==> src/rtl/pcie_tx_arbiter_pkg.sv <==
// Shared definitions for the PCIe TX arbiter: FSM state encodings and
// source port indices. Optional build macro used by this slice:
// COMPL_PRIORITY_EN (strict completion priority instead of round-robin).
package pcie_tx_arbiter_pkg;

    typedef enum logic [1:0] {
        IDLE    = 2'd0,
        GNT0    = 2'd1,
        GNT1    = 2'd2,
        TURNOFF = 2'd3
    } arb_state_t;

    // Port 0 carries PIO read completions, port 1 carries memory-write requests.
    localparam logic PORT_CPL = 1'b0;
    localparam logic PORT_REQ = 1'b1;

    // Grant state that corresponds to a picked port.
    function automatic arb_state_t gnt_state(input logic port);
        return (port == PORT_REQ) ? GNT1 : GNT0;
    endfunction

endpackage

==> src/rtl/pcie_tx_arbiter_rr_pick2.sv <==
// Two-requester pick logic for the PCIe TX arbiter.
// Default: round-robin against last_grant. With COMPL_PRIORITY_EN defined,
// port 0 (completions) wins whenever it is requesting.
module rr_pick2
    import pcie_tx_arbiter_pkg::*;
(
    input  logic [1:0] valid,
    input  logic       last_grant,
    output logic       pick,
    output logic       any
);

`ifdef COMPL_PRIORITY_EN
    // Priority build does not look at history.
    logic unused_last_grant;
    assign unused_last_grant = last_grant;

    // Completions first; requester only when completer is silent.
    always_comb begin
        any  = |valid;
        pick = valid[PORT_CPL] ? PORT_CPL : PORT_REQ;
    end
`else
    // Contention goes to the port not served last; a lone requester just wins.
    always_comb begin
        any = |valid;
        if (&valid)
            pick = ~last_grant;
        else
            pick = valid[PORT_REQ];
    end
`endif

endmodule

==> src/rtl/pcie_tx_arbiter.sv <==
// Packet-granular arbiter sharing the PCIe AXIS TX port between the PIO
// completer (port 0) and requester (port 1). Grant is locked from the first
// beat to tlast; an idle bubble separates packets. Also owns the
// cfg_to_turnoff / cfg_turnoff_ok handshake.
// Build macro: COMPL_PRIORITY_EN selects strict completion priority.
module pcie_tx_arbiter #(
    parameter int DATA_W = 64,
    parameter int CNT_W  = 32
) (
    input  logic                  user_clk,
    input  logic                  sys_rst_n,
    input  logic                  user_lnk_up,
    input  logic [DATA_W-1:0]     in0_tdata,
    input  logic [DATA_W/8-1:0]   in0_tkeep,
    input  logic                  in0_tlast,
    input  logic                  in0_tvalid,
    output logic                  in0_tready,
    input  logic [DATA_W-1:0]     in1_tdata,
    input  logic [DATA_W/8-1:0]   in1_tkeep,
    input  logic                  in1_tlast,
    input  logic                  in1_tvalid,
    output logic                  in1_tready,
    output logic [DATA_W-1:0]     s_axis_tx_tdata,
    output logic [DATA_W/8-1:0]   s_axis_tx_tkeep,
    output logic                  s_axis_tx_tlast,
    output logic                  s_axis_tx_tvalid,
    input  logic                  s_axis_tx_tready,
    output logic                  tx_src_dsc,
    input  logic                  cfg_to_turnoff,
    output logic                  cfg_turnoff_ok,
    output logic [CNT_W-1:0]      pkt_cnt0,
    output logic [CNT_W-1:0]      pkt_cnt1
);
    import pcie_tx_arbiter_pkg::*;

    arb_state_t state;
    logic       last_grant;
    logic       pick;
    logic       any_valid;

    rr_pick2 u_pick (
        .valid      ({in1_tvalid, in0_tvalid}),
        .last_grant (last_grant),
        .pick       (pick),
        .any        (any_valid)
    );

    // Packets are never cut short, so discontinue is never signalled.
    assign tx_src_dsc = 1'b0;

    // Grant FSM, turnoff acknowledge and per-port packet counters.
    always_ff @(posedge user_clk) begin
        if (!sys_rst_n) begin
            state          <= IDLE;
            last_grant     <= PORT_REQ;
            cfg_turnoff_ok <= 1'b0;
            pkt_cnt0       <= '0;
            pkt_cnt1       <= '0;
        end else begin
            case (state)
                IDLE: begin
                    if (cfg_to_turnoff) begin
                        state          <= TURNOFF;
                        cfg_turnoff_ok <= 1'b1;
                    end else if (user_lnk_up && any_valid) begin
                        state      <= gnt_state(pick);
                        last_grant <= pick;
                    end
                end
                GNT0: begin
                    if (in0_tvalid && s_axis_tx_tready && in0_tlast) begin
                        state    <= IDLE;
                        pkt_cnt0 <= pkt_cnt0 + CNT_W'(1);
                    end
                end
                GNT1: begin
                    if (in1_tvalid && s_axis_tx_tready && in1_tlast) begin
                        state    <= IDLE;
                        pkt_cnt1 <= pkt_cnt1 + CNT_W'(1);
                    end
                end
                TURNOFF: begin
                    if (!cfg_to_turnoff) begin
                        state          <= IDLE;
                        cfg_turnoff_ok <= 1'b0;
                    end
                end
                default: state <= IDLE;
            endcase
        end
    end

    // Zero-latency mux of the granted source; everything idles outside a grant.
    always_comb begin
        s_axis_tx_tdata  = '0;
        s_axis_tx_tkeep  = '0;
        s_axis_tx_tlast  = 1'b0;
        s_axis_tx_tvalid = 1'b0;
        in0_tready       = 1'b0;
        in1_tready       = 1'b0;
        case (state)
            GNT0: begin
                s_axis_tx_tdata  = in0_tdata;
                s_axis_tx_tkeep  = in0_tkeep;
                s_axis_tx_tlast  = in0_tlast;
                s_axis_tx_tvalid = in0_tvalid;
                in0_tready       = s_axis_tx_tready;
            end
            GNT1: begin
                s_axis_tx_tdata  = in1_tdata;
                s_axis_tx_tkeep  = in1_tkeep;
                s_axis_tx_tlast  = in1_tlast;
                s_axis_tx_tvalid = in1_tvalid;
                in1_tready       = s_axis_tx_tready;
            end
            default: ;
        endcase
    end

endmodule

==> config.mk <==
export PLATFORM = sky130hd
export DESIGN_NAME = pcie_tx_arbiter
export DESIGN_NICKNAME = d
export VERILOG_FILES = /design/src/rtl/pcie_tx_arbiter_pkg.sv /design/src/rtl/pcie_tx_arbiter_rr_pick2.sv /design/src/rtl/pcie_tx_arbiter.sv
export SDC_FILE = /design/constraint.sdc
export NUM_CORES = 1
export LEC_CHECK = 0
export ABC_CLOCK_PERIOD_IN_PS = 2050
export CORE_ASPECT_RATIO = 1.5
export CORE_MARGIN = 2
export CORE_UTILIZATION = 30
export CTS_CLUSTER_DIAMETER = 100
export DETAILED_ROUTE_END_ITERATION = 6
export GPL_ROUTABILITY_DRIVEN = 0
export PLACE_DENSITY = 0.78
export RECOVER_POWER = 25
export SLEW_MARGIN = 30
export SYNTH_ARGS = -nofsm -noshare
export SYNTH_HDL_FRONTEND = slang
export SYNTH_SLANG_ARGS = --single-unit
==> constraint.sdc <==
create_clock -name user_clk -period 2.05 [get_ports user_clk]
set_clock_uncertainty 0.05 [all_clocks]
set_input_delay 0.5125 -clock user_clk [delete_from_list [all_inputs] [get_ports user_clk]]
set_output_delay 0.5125 -clock user_clk [all_outputs]
set_load 0.02 [all_outputs]
==> reports/metrics.cfg <==
[run_status]
status=finished with violations
failed_checks=setup timing

[min_path]
hold_path.class=reg -> reg
hold_path.startpoint=pkt_cnt0[31]

[logic_synthesis]
synth-async-reset-ratio=0
synth_seq_cells=68
synth_compound_area_frac=0.2634
syn_nets=730
synth_xor_area_frac=0.03314
synth_top_area_frac=0.3030
ys.warnings.count=0
ys.flop_type=dfxtp_1
synth_edf_count=0
synthAdderAreaFrac=0.01671
post_synth_instance_area_mm2=0.004493
synthMuxAreaShare=0.006683
synth_top_area_cell=dfxtp_1
yosysSeqAreaShare=0.3030
netlist_instances=571
synth_top_family_by_area=simple AND/OR/NAND/NOR gates
syn-mean-instance-area_um2=7.869
synth-simple-area-share=0.3183
synth_area_leaders=dfxtp_1, a22oi_1, nor2b_1, or4_1, o31ai_1
synth_cell_types=40

[drt]
drc=0
vias_per_cell=5.437
routed_wl_um=22790
ant_nets=0
first_pass_iters=4
vias=6242
drtIter0Drc=251
wire_per_inst_um=19.85

[power]
comb_power_share=0.680
clkPwrFrac=0.168
p_int_w=0.005815
p_sw_w=0.003407
swShare=0.3694
leakage_nw=3.505
ir_worst_vdd_v=0.0005559
power_frac_seq=0.152
p_per_area_mw_per_mm2=924.5

[sta]
fin_tns_setup_ns=-15.15
finalCritPeriodShare=1.119
hold_slack_ns=0.4215
min_period_ns=2.294
rsz0062_at_grt=true
slew_viol_final=0
fmax_mhz=435.9
setup_slack_ns=-0.2441
finalSetupViolCount=112
hold_violations=0

[die]
die_w_um=103.9
rows=54
initial_core_util=0.3079
num_io_pins=295
fp.dieH_um=153.9
die_area_mm2=0.01599
core_mm2=0.01459

[setup_path]
cp-end-kind=output pin
path_max_fanout=24
worst_ep_required_time_ns=1.49
cp_data_arrival_time_ns=1.73
r2r_start=state[0]
startpoint_type=register
cp-startpoint=state[0]
crit_type=reg -> out

[grt]
track_usage=0.2579
grt_pass1_vias=6080
antenna_found_initial=0
grt-ovfl-total=0
grt_pass1_wl_um=32730
grt_max_degree=33

[layout]
final_cell_mix=clkdlybuf4s50_1, buf_4, buf_6
diodes=0
layout.cells.most_common=clkdlybuf4s50_1
drive_gt1_frac=0.4244
area_growth_pct=122.0
final_nets=1106

[clocking]
root_buffer=clkbuf_16
path_clk_slew_ns=0.05
cts_tree=done
ctsHoldBuffers=0
cts_sinks=68
cts_buffers=9
clockBufferDepth=2
h-tree-depth=3
clk_latency_ns=0.34

[run]
maxCapViolations=0

[placed_design]
dp_hpwl_um=15190
port_buffers=293

==> logic make-up after synthesis <==
| kind of cell | count (synthesis) |
|---|---|
| AND/OR/NAND/NOR | 236 |
| buffers and inverters | 63 |
| flip-flops | 68 |
| other | 1 |
| multiplexers | 3 |
| AO/OA/AOI/OAI | 177 |
| adder cells (fa/ha/maj) | 6 |
| XOR/XNOR | 17 |
==> routing by layer <==
| layer | GRT usage | up-vias | routed length [um] |
|---|---|---|---|
| met2 | 0.4555 | 274 | 11930 |
| li1 | - | 2919 | - |
| met1 | 0.3196 | 3012 | 8889 |
| met4 | 0.07014 | 0 | 605 |
| met3 | 0.04875 | 37 | 1370 |
| met5 | 0 | - | 0 |
==> cell usage after synthesis, types with 7 or more instances <==
library cell	count
a22oi_1	76
xor2_1	7
or3_1	10
nor2_1	19
a21oi_1	46
clkbuf_1	42
and4_1	8
inv_1	10
or4_1	35
o31ai_1	32
nand2_1	24
o21ai_0	14
dfxtp_1	68
nand3_1	19
nand4_1	21
xnor2_1	10
nor2b_1	75
==> metrics by stage <==
stage	cell area (um^2)	utilization	worst slack (ns)	instances	total power, W
floorplan	4627	-	0.0004706	571	0.003617
global placement	8204	0.5622	-0.4783	1089	0.005308
detailed placement	8204	0.5622	-0.5239	1089	0.005334
CTS	9193	0.6299	-0.2676	1129	0.008156
global route	9975	0.6835	-0.3079	1148	0.009580
finish	9975	0.6835	-0.2441	1148	0.009221
==> worst paths after layout <==
check	slack, ns	cells after the start	to
max	-0.24	6	s_axis_tx_tdata[56]
min	0.42	2	pkt_cnt0[31]
max reg2reg	-0.13	8	pkt_cnt1[26]
min reg2reg	0.42	2	pkt_cnt0[31]
==> registers in the layout, summed over array words and instances (netlist names) <==
register	flops
cfg_turnoff_ok	1
pkt_cnt0	32
pkt_cnt1	32
last_grant	1
state	2
==> cell type report <==
cell class | count | area, um^2
repair buffers | 415 | 4255
fillers | 1122 | 4619
well taps | 196 | 245.2
clock inverters | 4 | 48.80
flip-flops and latches | 68 | 1378
clock buffers | 12 | 246.5
inverters | 11 | 46.29
multi-input cells | 442 | 3755
==> repair_timing <==
action,4_1_cts,5_1_grt
cloned,10,5
endpoints found under the setup margin,122,125
pin swaps,43,30
setup buffers,15,16
gates resized for setup,411,145
==> power by group through the flow <==
stage	clock (W)	sequential, W	combinational (W)
4_1_cts	0.00156	0.00139	0.00520
2_1_floorplan	0	0.00141	0.00221
6_report	0.00155	0.00140	0.00627
5_1_grt	0.00162	0.00140	0.00655
3_3_place_gp	0	0.00140	0.00391
3_5_place_dp	0	0.00140	0.00393
==> worst max-delay path, cell delays in order (launching register included) <==
cell and delay, ns:
dfxtp_4 0.36, inv_4 0.07, ha_4 0.24, buf_12 0.23
a22oi_2 0.11, nor2b_1 0.19, buf_4 0.18
Note: power is estimated with default switching activity, not from simulation.
==> patch: new RTL, config.mk and constraints unchanged <==
Add a define of `COMPL_PRIORITY_EN`.
--- a/src/rtl/pcie_tx_arbiter_rr_pick2.sv
+++ b/src/rtl/pcie_tx_arbiter_rr_pick2.sv
@@ -2,4 +2,6 @@
 // Default: round-robin against last_grant. With COMPL_PRIORITY_EN defined,
 // port 0 (completions) wins whenever it is requesting.
+`define COMPL_PRIORITY_EN
+
 module rr_pick2
     import pcie_tx_arbiter_pkg::*;
Check against the original RTL: not equivalent (a bounded check fails within 4 cycles, from zero or initial values and one cycle with sys_rst_n low).
==> patch against the unedited design <==
  * The flow still finishes with violations (negative setup slack)
  * Die area is 6.1% lower
  * Cell count fell by 8.1%
  * Setup slack got worse by 13 ps
  * Wire length fell by 13%
  * Power up 10%
  * Synthesized area decreased by 6.3%
  * Cell area is 6.4% lower
  * Synthesized cell count down 7.2%
  * Sequential cell count down 1
==> patch: results (changes against the unedited design) <==
- Outcome: complete, but fails checks
- Failing checks: negative setup slack
- Netlist cell types: 33 (-18%)
- P&R area growth vs syn: 122%
- Syn Area/Cell: 7.94 µm² (+0.93%)
- Dpl cell area: 0.00783 mm² (-4.6%)
- Routed len/inst: 18.8 µm (-5.4%)
- CP peak stage delay: 380 ps (+20 ps)
- Largest net degree at the start of global routing: 38 (+15%)
- Area share of xor/xnor cells in the synthesized design: 0.112 (+0.0792)
- Final setup viols: 97 (-13%)
- CP max FO: 5 (-79%)
- Fin nets: 1044 (-5.6%)
- Hold/Removal Path Class: register to register
- Leakage: 3.43 nW (-2.1%)
- Share of layout cells above drive strength 1: 0.379 (-0.0457)
- Layout Cells excl Fill: 1055 (-8.1%)
- CP startpoint: state[1]
- Flop-to-flop setup slack: -110 ps (+20 ps)
- Post-Syn Nets: 689 (-5.6%)
- Synth Area in Compound Gates: 0.165 (-0.0985)
- GR Util All Layers: 0.248 (-0.00990)
- Post-synthesis mux area share: 0.00535 (-0.00133)
- # fillers: 1048 (-6.6%)
- Global-route wire length before repair: 28900 µm (-12%)
- Top Registers: pkt_cnt0: 32 flops, pkt_cnt1: 32 flops, state: 2 flops
- Post-DP HPWL: 14100 µm (-7.5%)
- Top cells by count, synth: 75 x a22oi_1, 74 x nor2b_1, 67 x dfxtp_1
- Adder-cell share of the synthesized area: 0.0178 (+0.00113)
- Fin worst setup slack: -257 ps (-12.7 ps)
- Initial Utilization: 0.304 (-0.00418)
- Min Hold Slack: 448 ps (+26.2 ps)
- Sequential area share after synthesis: 0.319 (+0.0157)
- Vias in the first global route: 5376 (-12%)
- Top post-synthesis cells by area: dfxtp_1 32%, a22oi_1 13%, nor2b_1 11%
- Vias: 5484 (-12%)
- DRT iter0 DRCs: 156 (-38%)
patch: cell count changes after synthesis, moves of 8 or more:
cell / unedited run / this run
or4_1: 35 / 0
clkbuf_1: 42 / 25
xor2_1: 7 / 41
o31ai_1: 32 / 0
nor2_1: 19 / 59
a21oi_1: 46 / 11
and3_1: 2 / 10
patch: report_power, final:
part	total (mW)	internal [mW]	switching (mW)
sequential	1.39	1.35	0.0471
clock	1.69	1.07	0.618
combinational	7.07	3.94	3.13
total	10.2	6.36	3.80
patch: final timing paths:
kind	end	cells past startpoint
worst min-delay path	pkt_cnt0[31]	2
worst max-delay path	s_axis_tx_tdata[9]	7
worst max register to register	pkt_cnt0[16]	11
worst min register to register	pkt_cnt0[31]	2
patch: layout make-up:
class                   instances  share of cell area
clock buffers                   9              0.0241
inverters                       8             0.00375
multi-input cells             415               0.363
flip-flops and latches         67               0.145
clock inverters                 7              0.0107
repair buffers                384               0.432
well taps                     165              0.0221
patch: what timing repair did:
action,4_1_cts,5_1_grt
pin swaps,13,30
endpoints found under the setup margin,117,132
endpoints found under the hold margin,0,0
buffers inserted,6,20
gates resized for setup,352,123
cloned,6,5
patch: routing by layer:
metal  up-vias  part of all wire  wire length (µm)  track usage
li1       2602                 -                 -            -
met1      2600              0.38              7580        0.306
met2       242              0.51             10100        0.423
met3        40             0.076              1510       0.0530
met5         -                 0                 0            0
met4         0             0.029               584       0.0863
patch: tightest hold or removal path: stages (launching register included):
cell     delay (ps)
dfxtp_1         320
o21ai_0          70
a21oi_1          60
patch: per-stage QoR:
stage | worst slack [ps] | TNS [ps]
finish | -257 | -14640
global route | -309 | -23020
detailed placement | -483 | -37360
floorplan | 5.41 | 0
global placement | -495 | -35380
CTS | -269 | -18460
patch: cells by family after synthesis:
kind of cell | after synthesis
AND/OR/NAND/NOR | 252
AO/OA/AOI/OAI | 100
flip-flops | 67
XOR/XNOR | 54
buffers and inverters | 48
adder cells (fa/ha/maj) | 6
multiplexers | 2
other | 1
